## src/rtl/wbdemux.sv

```systemverilog
// Pipelined Wishbone B4 splitter: one master fanned out to two address-decoded slaves.
// Responses return registered; a slave switch waits until every outstanding response has come back.
module wbdemux #(
  parameter int            AW      = 32,
  parameter int            DW      = 32,
  parameter logic [AW-1:0] S0_ADDR = 32'h0000_0000,
  parameter logic [AW-1:0] S0_MASK = 32'hF000_0000,
  parameter logic [AW-1:0] S1_ADDR = 32'h1000_0000,
  parameter logic [AW-1:0] S1_MASK = 32'hF000_0000,
  parameter int            LGMAX   = 4
) (
  input  logic            i_clk,
  input  logic            i_reset,
  input  logic            i_cyc,
  input  logic            i_stb,
  input  logic            i_we,
  input  logic [AW-1:0]   i_adr,
  input  logic [DW-1:0]   i_dat,
  input  logic [DW/8-1:0] i_sel,
  output logic            o_stall,
  output logic            o_ack,
  output logic            o_err,
  output logic [DW-1:0]   o_data,
  output logic            o_s0_cyc,
  output logic            o_s0_stb,
  output logic            o_s0_we,
  output logic [AW-1:0]   o_s0_adr,
  output logic [DW-1:0]   o_s0_dat,
  output logic [DW/8-1:0] o_s0_sel,
  input  logic            i_s0_stall,
  input  logic            i_s0_ack,
  input  logic            i_s0_err,
  input  logic [DW-1:0]   i_s0_data,
  output logic            o_s1_cyc,
  output logic            o_s1_stb,
  output logic            o_s1_we,
  output logic [AW-1:0]   o_s1_adr,
  output logic [DW-1:0]   o_s1_dat,
  output logic [DW/8-1:0] o_s1_sel,
  input  logic            i_s1_stall,
  input  logic            i_s1_ack,
  input  logic            i_s1_err,
  input  logic [DW-1:0]   i_s1_data
);

  typedef enum logic [1:0] {SEL_NONE, SEL_S0, SEL_S1, SEL_BAD} sel_t;

  sel_t             r_sel, sel_next, dec_sel;
  logic [LGMAX-1:0] npending;
  logic             abort;
  logic             hit0, hit1, stb_stalled, accept, ack_next, err_next;

  // Both slaves see the same registered request; only one of them ever has cyc raised.
  logic             req_we;
  logic [AW-1:0]    req_adr;
  logic [DW-1:0]    req_dat;
  logic [DW/8-1:0]  req_sel;

  assign o_s0_we  = req_we;
  assign o_s0_adr = req_adr;
  assign o_s0_dat = req_dat;
  assign o_s0_sel = req_sel;
  assign o_s1_we  = req_we;
  assign o_s1_adr = req_adr;
  assign o_s1_dat = req_dat;
  assign o_s1_sel = req_sel;

  always_comb begin
    hit0 = (i_adr & S0_MASK) == S0_ADDR;
    hit1 = (i_adr & S1_MASK) == S1_ADDR;
    if (hit0)      dec_sel = SEL_S0;
    else if (hit1) dec_sel = SEL_S1;
    else           dec_sel = SEL_BAD;

    stb_stalled = (o_s0_stb && i_s0_stall) || (o_s1_stb && i_s1_stall);
    o_stall     = abort || stb_stalled
                  || ((dec_sel != r_sel) && (npending != '0))
                  || (npending == {LGMAX{1'b1}});
    accept      = i_cyc && i_stb && !o_stall;

    // An error, local or forwarded, outranks an ack arriving in the same cycle.
    err_next = 1'b0;
    if (i_cyc && !abort) begin
      if (accept && dec_sel == SEL_BAD) err_next = 1'b1;
      if (r_sel == SEL_S0 && i_s0_err)  err_next = 1'b1;
      if (r_sel == SEL_S1 && i_s1_err)  err_next = 1'b1;
    end
    ack_next = i_cyc && !abort && !err_next
               && ((r_sel == SEL_S0 && i_s0_ack) || (r_sel == SEL_S1 && i_s1_ack));

    sel_next = r_sel;
    if (!i_cyc)      sel_next = SEL_NONE;
    else if (accept) sel_next = dec_sel;
  end

  always_ff @(posedge i_clk) begin
    if (i_reset) r_sel <= SEL_NONE;
    else         r_sel <= sel_next;
  end

  always_ff @(posedge i_clk) begin
    if (i_reset) begin
      npending <= '0;
      abort    <= 1'b0;
      o_ack    <= 1'b0;
      o_err    <= 1'b0;
      o_data   <= '0;
      req_we   <= 1'b0;
      req_adr  <= '0;
      req_dat  <= '0;
      req_sel  <= '0;
      o_s0_cyc <= 1'b0;
      o_s0_stb <= 1'b0;
      o_s1_cyc <= 1'b0;
      o_s1_stb <= 1'b0;
    end else begin
      o_ack <= ack_next;
      o_err <= err_next;
      case (r_sel)
        SEL_S0:  o_data <= i_s0_data;
        SEL_S1:  o_data <= i_s1_data;
        default: o_data <= o_data;
      endcase

      if (accept) begin
        req_we  <= i_we;
        req_adr <= i_adr;
        req_dat <= i_dat;
        req_sel <= i_sel;
      end

      if (!i_cyc)        abort <= 1'b0;
      else if (err_next) abort <= 1'b1;

      if (!i_cyc || err_next) begin
        npending <= '0;
      end else begin
        case ({accept, ack_next})
          2'b10:   npending <= npending + 1'b1;
          2'b01:   if (npending != '0) npending <= npending - 1'b1;
          default: npending <= npending;
        endcase
      end

      if (!i_cyc || err_next) begin
        o_s0_cyc <= 1'b0;
        o_s0_stb <= 1'b0;
        o_s1_cyc <= 1'b0;
        o_s1_stb <= 1'b0;
      end else if (accept && dec_sel == SEL_S0) begin
        o_s0_cyc <= 1'b1;
        o_s0_stb <= 1'b1;
        o_s1_cyc <= 1'b0;
        o_s1_stb <= 1'b0;
      end else if (accept && dec_sel == SEL_S1) begin
        o_s1_cyc <= 1'b1;
        o_s1_stb <= 1'b1;
        o_s0_cyc <= 1'b0;
        o_s0_stb <= 1'b0;
      end else begin
        if (!i_s0_stall) o_s0_stb <= 1'b0;
        if (!i_s1_stall) o_s1_stb <= 1'b0;
      end
    end
  end

endmodule
```

## config.mk

```make
export PLATFORM = sky130hd
export DESIGN_NAME = wbdemux
export DESIGN_NICKNAME = d
export VERILOG_FILES = /design/src/rtl/wbdemux.sv
export SDC_FILE = /design/constraint.sdc
export NUM_CORES = 1
export LEC_CHECK = 0
export CORE_AREA = 2 2 123 125
export CTS_CLUSTER_SIZE = 12
export DETAILED_ROUTE_END_ITERATION = 12
export DIE_AREA = 0 0 125 127
export GPL_TIMING_DRIVEN = 0
export PLACE_DENSITY = 0.82
export SYNTH_ARGS = -nofsm -noshare
export SYNTH_HDL_FRONTEND = slang
export SYNTH_SLANG_ARGS = --single-unit
```

## constraint.sdc

```tcl
create_clock -name i_clk -period 5.25 [get_ports i_clk]
set_input_delay 1.05 -clock i_clk [delete_from_list [all_inputs] [get_ports i_clk]]
set_output_delay 1.05 -clock i_clk [all_outputs]
set_load 0.005 [all_outputs]
```

# After elaboration in Yosys (flattened, before gate mapping)
# Cells that the tools add are included.
# op_classes
shifts	0
bitwise_logic	1
order_cmp	0
mul	0
div	0
add_sub_neg	2
mux	16
n_reduce_logical	34
n_eq_ne	13
# ops
cell	n
case mux 32 bit (2 select lines)	1
zero test 32 bit	1
logical AND 1 bit	15
2-to-1 mux 1 bit	12
== test 2 bit (second input constant)	4
case mux 4 bit (2 select lines)	1
== test 2 x 1 -> 1 bit (second input constant)	3
logical OR 1 bit	6
nonzero test 2 bit	3
adder 4 x 1 -> 4 bit (second input constant)	1
== test 4 x 1 -> 1 bit (second input constant)	1
== test 4 bit (second input constant)	1
zero test 1 bit	4
2-to-1 mux 4 bit	1
nonzero test 4 bit	1
OR reduction 2 bit	2
subtractor 4 x 1 -> 4 bit (second input constant)	1
!= test 3 x 1 -> 1 bit (second input constant)	1
OR reduction 3 bit	1
2-to-1 mux 2 bit	1
!= test 2 x 1 -> 1 bit (second input constant)	1
!= test 2 bit	1
!= test 2 bit (second input constant)	1
AND reduction 2 bit	1
NOT 1 bit	1
# word_totals
ff_bits	114
out_inout_bits	177
inputBits	143
romBits	0
n_memories	0
latchBits	0
ramBits	0

# Longest topological paths before layout
# depth
word_depth	20
depth_mapped	15

# Worst setup path before layout
# Ideal clock, no wire load.
# synth_path
kind	input port to flip-flop
startpoint	input i_adr[29]
endpoint	register npending[3]
setup_ns	0.127
t_required_ns	5.123
path_stages	15
arrival_ns	3.325
path_slack_ns	1.798
n_path_buf	3
cell_sequence	or3_1 > buf_2 > a31oi_4 > a211o_2 > buf_6 > buf_4 > nand2_1 > inv_2 > ha_1 > a21o_1 > a21oi_1 > nor3b_1 > mux2i_1 > xor2_1 > nor2_1
# synth_via
elab_chain_len	20
word_cells_on_any_way	27
classes_between	6 x eq/ne; 7 x mux; 14 x reduce/logical
# synth_rtl
element	line_no	text
start, declared	17	input logic [AW-1:0] i_adr,
== test 4 x 1 -> 1 bit	70	hit1 = (i_adr & S1_MASK) == S1_ADDR;
2-to-1 mux 1 bit	72	else if (hit1) dec_sel = SEL_S1;
2-to-1 mux 2 bit (*)	71	if (hit0) dec_sel = SEL_S0;
!= test 2 bit	77	|| ((dec_sel != r_sel) && (npending != '0))
logical AND 1 bit	77	
logical OR 1 bit	77	
logical OR 1 bit	78	|| (npending == {LGMAX{1'b1}});
zero test 1 bit	79	accept = i_cyc && i_stb && !o_stall;
[4 not listed]	--	
2-to-1 mux 1 bit	86	if (r_sel == SEL_S1 && i_s1_err) err_next = 1'b1;
2-to-1 mux 1 bit	83	if (i_cyc && !abort) begin
zero test 1 bit	88	ack_next = i_cyc && !abort && !err_next
logical AND 1 bit	88	
logical AND 1 bit	89	&& ((r_sel == SEL_S0 && i_s0_ack) || (r_sel == SEL_S1 && i_s1_ack));
== test 2 x 1 -> 1 bit / == test 2 bit (equally long branches)	138	case ({accept, ack_next})
!= test 2 bit (no line) / nonzero test 2 bit (equally long branches)	--	
AND reduction 2 bit (no line)	--	
end signal, assigned	139	2'b10: npending <= npending + 1'b1;
end signal, assigned	140	2'b01: if (npending != '0) npending <= npending - 1'b1;
end signal, assigned	141	default: npending <= npending;
end, declared	49	logic [LGMAX-1:0] npending;
# Every way passes the cells marked *; elsewhere a longest branch is shown, timed or not.
# A chain may end at the register's enable or synchronous reset.

# Worst setup path in the final report
# layout_path
startpoint	input i_adr[29]
endpoint	output o_stall
# layout_via
elab_chain_len	7
word_cells_on_any_way	8
classes_between	2 x eq/ne; 2 x mux; 4 x reduce/logical
# layout_rtl
element	line_no	text
== test 4 x 1 -> 1 bit	70	
2-to-1 mux 1 bit	72	
2-to-1 mux 2 bit (*)	71	
!= test 2 bit (*)	77	
logical AND 1 bit (*)	77	
logical OR 1 bit (*)	77	
logical OR 1 bit (*)	78	
end, declared	20	output logic o_stall,
# Marked as above.

==> summary.md <==
| Metric | Value |
|---|---|
| Post-Layout Cell Count | `1161` |
| DRT Pass-1 Iters | `6` |
| Netlist cell types | `38` |
| Slew margin rel. | `0.482` |
| GRT Total Usage | `0.224` |
| Reg-to-reg critical path startpoint | `r_sel[0]` |
| Finish-stage setup viols | `0` |
| Remaining DRCs | `0` |
| Reg2reg path depth | `14` |
| Post-Syn Area per Cell | `8.13 um2` |
| CTS resizes | `0` |
| TNS Setup | `0 ns` |
| Worst min-delay path startpoint | `o_s0_adr[12]` |
| Port bufs | `319` |
| Simple-Gate Fraction of Synth Area | `0.185` |
| Worst Setup SP | `i_adr[29]` |
| Final ANT Viol Nets | `0` |
| Most frequent cells in the layout | `clkdlybuf4s50_1 (319), nand2_1 (144), dfxtp_1 (114)` |
| Post-layout minimum cycle time | `4.00 ns` |
| Critical Path Start Type | `input pin` |
| R2R Setup Slk | `2.14 ns` |
| Die height | `127 um` |
| Floorplan row count | `44` |
| Cts bufs inserted | `17` |
| Global-route wire length before repair | `28000 um` |
| Pins over their slew limit | `0` |
| Peak supply drop | `209 uV` |
| Largest family of logic cells by synthesized area | `simple AND/OR/NAND/NOR gates` |
| Inserted Diodes | `0` |
| Placement Cell Area | `8510 um2` |
| CTS Sinks | `114` |
| Fin crit share | `0.763` |
| Net Count, Synth | `774` |
| Asr flop ratio synth | `0` |
| Clock Skews | `0.00692 ns` |
| Post-synthesis mux area share | `0.0698` |
| CTS Root Buffer Type | `clkbuf_16` |
| Final hold vios | `0` |
| Largest net degree at the start of global routing | `17` |
| Nets | `1112` |
| Final wirelength | `18000 um` |
| Status | `complete, no violations` |
| Synth Area in Compound Gates | `0.134` |
| Max Freq | `250 MHz` |
| Number of DRC markers in iteration 0 | `178` |
| Wire per inst | `15.5 um` |
| Post-synthesis adder-cell area fraction | `0.0138` |
| RR Endpoint | `npending[3]` |
| Routability cong. | `0.840` |
| Area Overhead vs Synth | `77.9%` |
| Synth Area in XOR/XNOR | `0.00516` |
| Commonest non-fill, non-tap cell in the layout | `clkdlybuf4s50_1` |
| Worst Path Max Fanout | `7` |
| HPWL Detailed | `13700 um` |
| PwrDens | `271 nW/um2` |
| Vias/cell | `4.64` |
| Synth Register Bits | `114` |
| Worst hold path class | `flop to flop` |
| Initial antenna violation count | `1` |
| CTS tree | `yes` |
| Warnings from Yosys | `0` |
| CTS clk-pin slew, worst paths | `0.05 ns` |
| GRT overflow | `0` |
| Share of layout cells above drive strength 1 | `0.130` |
| CP Class | `input pin to output pin` |
| Worst skew pair latency | `0.41 ns` |
| Core Area | `14400 um2` |
| Mapped Cells | `626` |
| Worst Tran Pin Value | `0.778 ns` |
| Post-synth design cell area | `5090 um2` |
| H-tree Lvls | `4` |
| Die ar. | `15900 um2` |
| Crit path required time | `4.20 ns` |
| Post-synth EDFFs | `0` |
| Hold buffer count at cts | `0` |
| Final instance area | `9050 um2` |
| Vias in the first global route | `5363` |
| Clock Tree Buf Depth | `2` |
| Worst path arrival time | `2.95 ns` |
| Initial Util | `0.353` |
| # IOs | `320` |
| Vias | `5386` |
| Crit. End Element | `output pin` |
| Predominant post-synthesis flop cell | `dfxtp_1` |
| Setup bufs post-CTS | `0` |
| Seq/Total Area, Yosys | `0.449` |
| Die width | `125 um` |
| RSZ-0062 raised after global routing | `false` |
| Post-Place Cells | `1129` |
| Max_cap viols | `0` |
| Critical path capture point | `o_stall` |
| Pwr Total | `0.00246 W` |
| Static leakage | `3.46 nW` |
-- layer usage --
layer,part of all wire,GRT usage,routed length (um),up-vias
met5,0.00072,0,13,-
met4,0.011,0.0634,191,2
li1,-,-,-,2659
met2,0.54,0.420,9670,233
met3,0.080,0.0817,1430,16
met1,0.37,0.235,6650,2476
-- logic make-up (layout without fill, tap and decap cells) --
logic type                 after synthesis  count (layout)
adders and majority gates                5               5
and+or+nand+nor                        232             232
DFF                                    114             114
xor gates and xnor gates                 3               3
buffers and inverters                  113             464
muxes                                   35              35
AOI/OAI and AO/OA                      124             124
-- worst min path at each step --
stage               cells after the start  slack [ns]      endpoint
global placement                        2        0.46   o_s0_adr[3]
detailed placement                      2        0.46   o_s0_dat[3]
CTS                                     2        0.47  o_s0_adr[12]
floorplan                               2        0.47   o_s0_adr[0]
global route                            2        0.49   o_s0_dat[6]
finish                                  2        0.47  o_s0_adr[12]
-- worst max-delay path, cell delays in order --
cell and delay, ns:
clkdlybuf4s50_1 0.45, or3_1 0.38, buf_2 0.19, a31oi_4 0.23, a21o_1 0.13, clkdlybuf4s50_1 0.52
-- stage by stage --
step,hold slack (ns),utilization,setup slack (ns)
2_1_floorplan,0.466,-,1.80
3_3_place_gp,0.457,0.590,0.966
3_5_place_dp,0.463,0.590,0.953
4_1_cts,0.473,0.627,1.24
5_1_grt,0.491,0.627,1.14
6_report,0.468,0.627,1.25
-- where the power goes --
part | internal [W] | switching, W
clock | 0.000656 | 0.000399
sequential | 0.000909 | 0.0000332
combinational | 0.000291 | 0.000168
-- registers in the layout (all words and copies together), names as in the netlist --
register  count
o_s0_adr     32
npending      4
o_s0_stb      1
o_s0_dat     32
abort         1
o_err         1
o_s0_we       1
o_s0_cyc      1
o_s1_cyc      1
o_s0_sel      4
o_s1_stb      1
o_data       32
r_sel         2
o_ack         1
-- synth_stat cells (2+ instances only) --
cell / n / area (um2)
ha_1: 4 / 50.1
nor3b_1: 2 / 15.0
inv_1: 4 / 15.0
nor2_1: 72 / 270
mux2i_1: 34 / 340
a21o_1: 3 / 22.5
a211oi_2: 2 / 25.0
xnor2_1: 2 / 17.5
o21ai_0: 3 / 15.0
clkbuf_1: 17 / 63.8
buf_4: 77 / 578
or3_1: 3 / 18.8
dfxtp_1: 114 / 2280
a21oi_1: 109 / 546
nand2b_1: 2 / 12.5
nand2_1: 144 / 541
buf_2: 10 / 50.1
nor3_1: 2 / 10.0
buf_1: 3 / 11.3
-- cell type report --
class                      instances  area (um2)
clock inverter                    11        88.8
buffer                           108         714
clock buffer                      21         450
tap                              184         230
fill                            1231        5370
multi-input combinational        399        2070
sequential                       114        2280
timing repair buffer             319        3190
inverter                           5        18.8
Note: power is estimated with default switching activity, not from simulation.
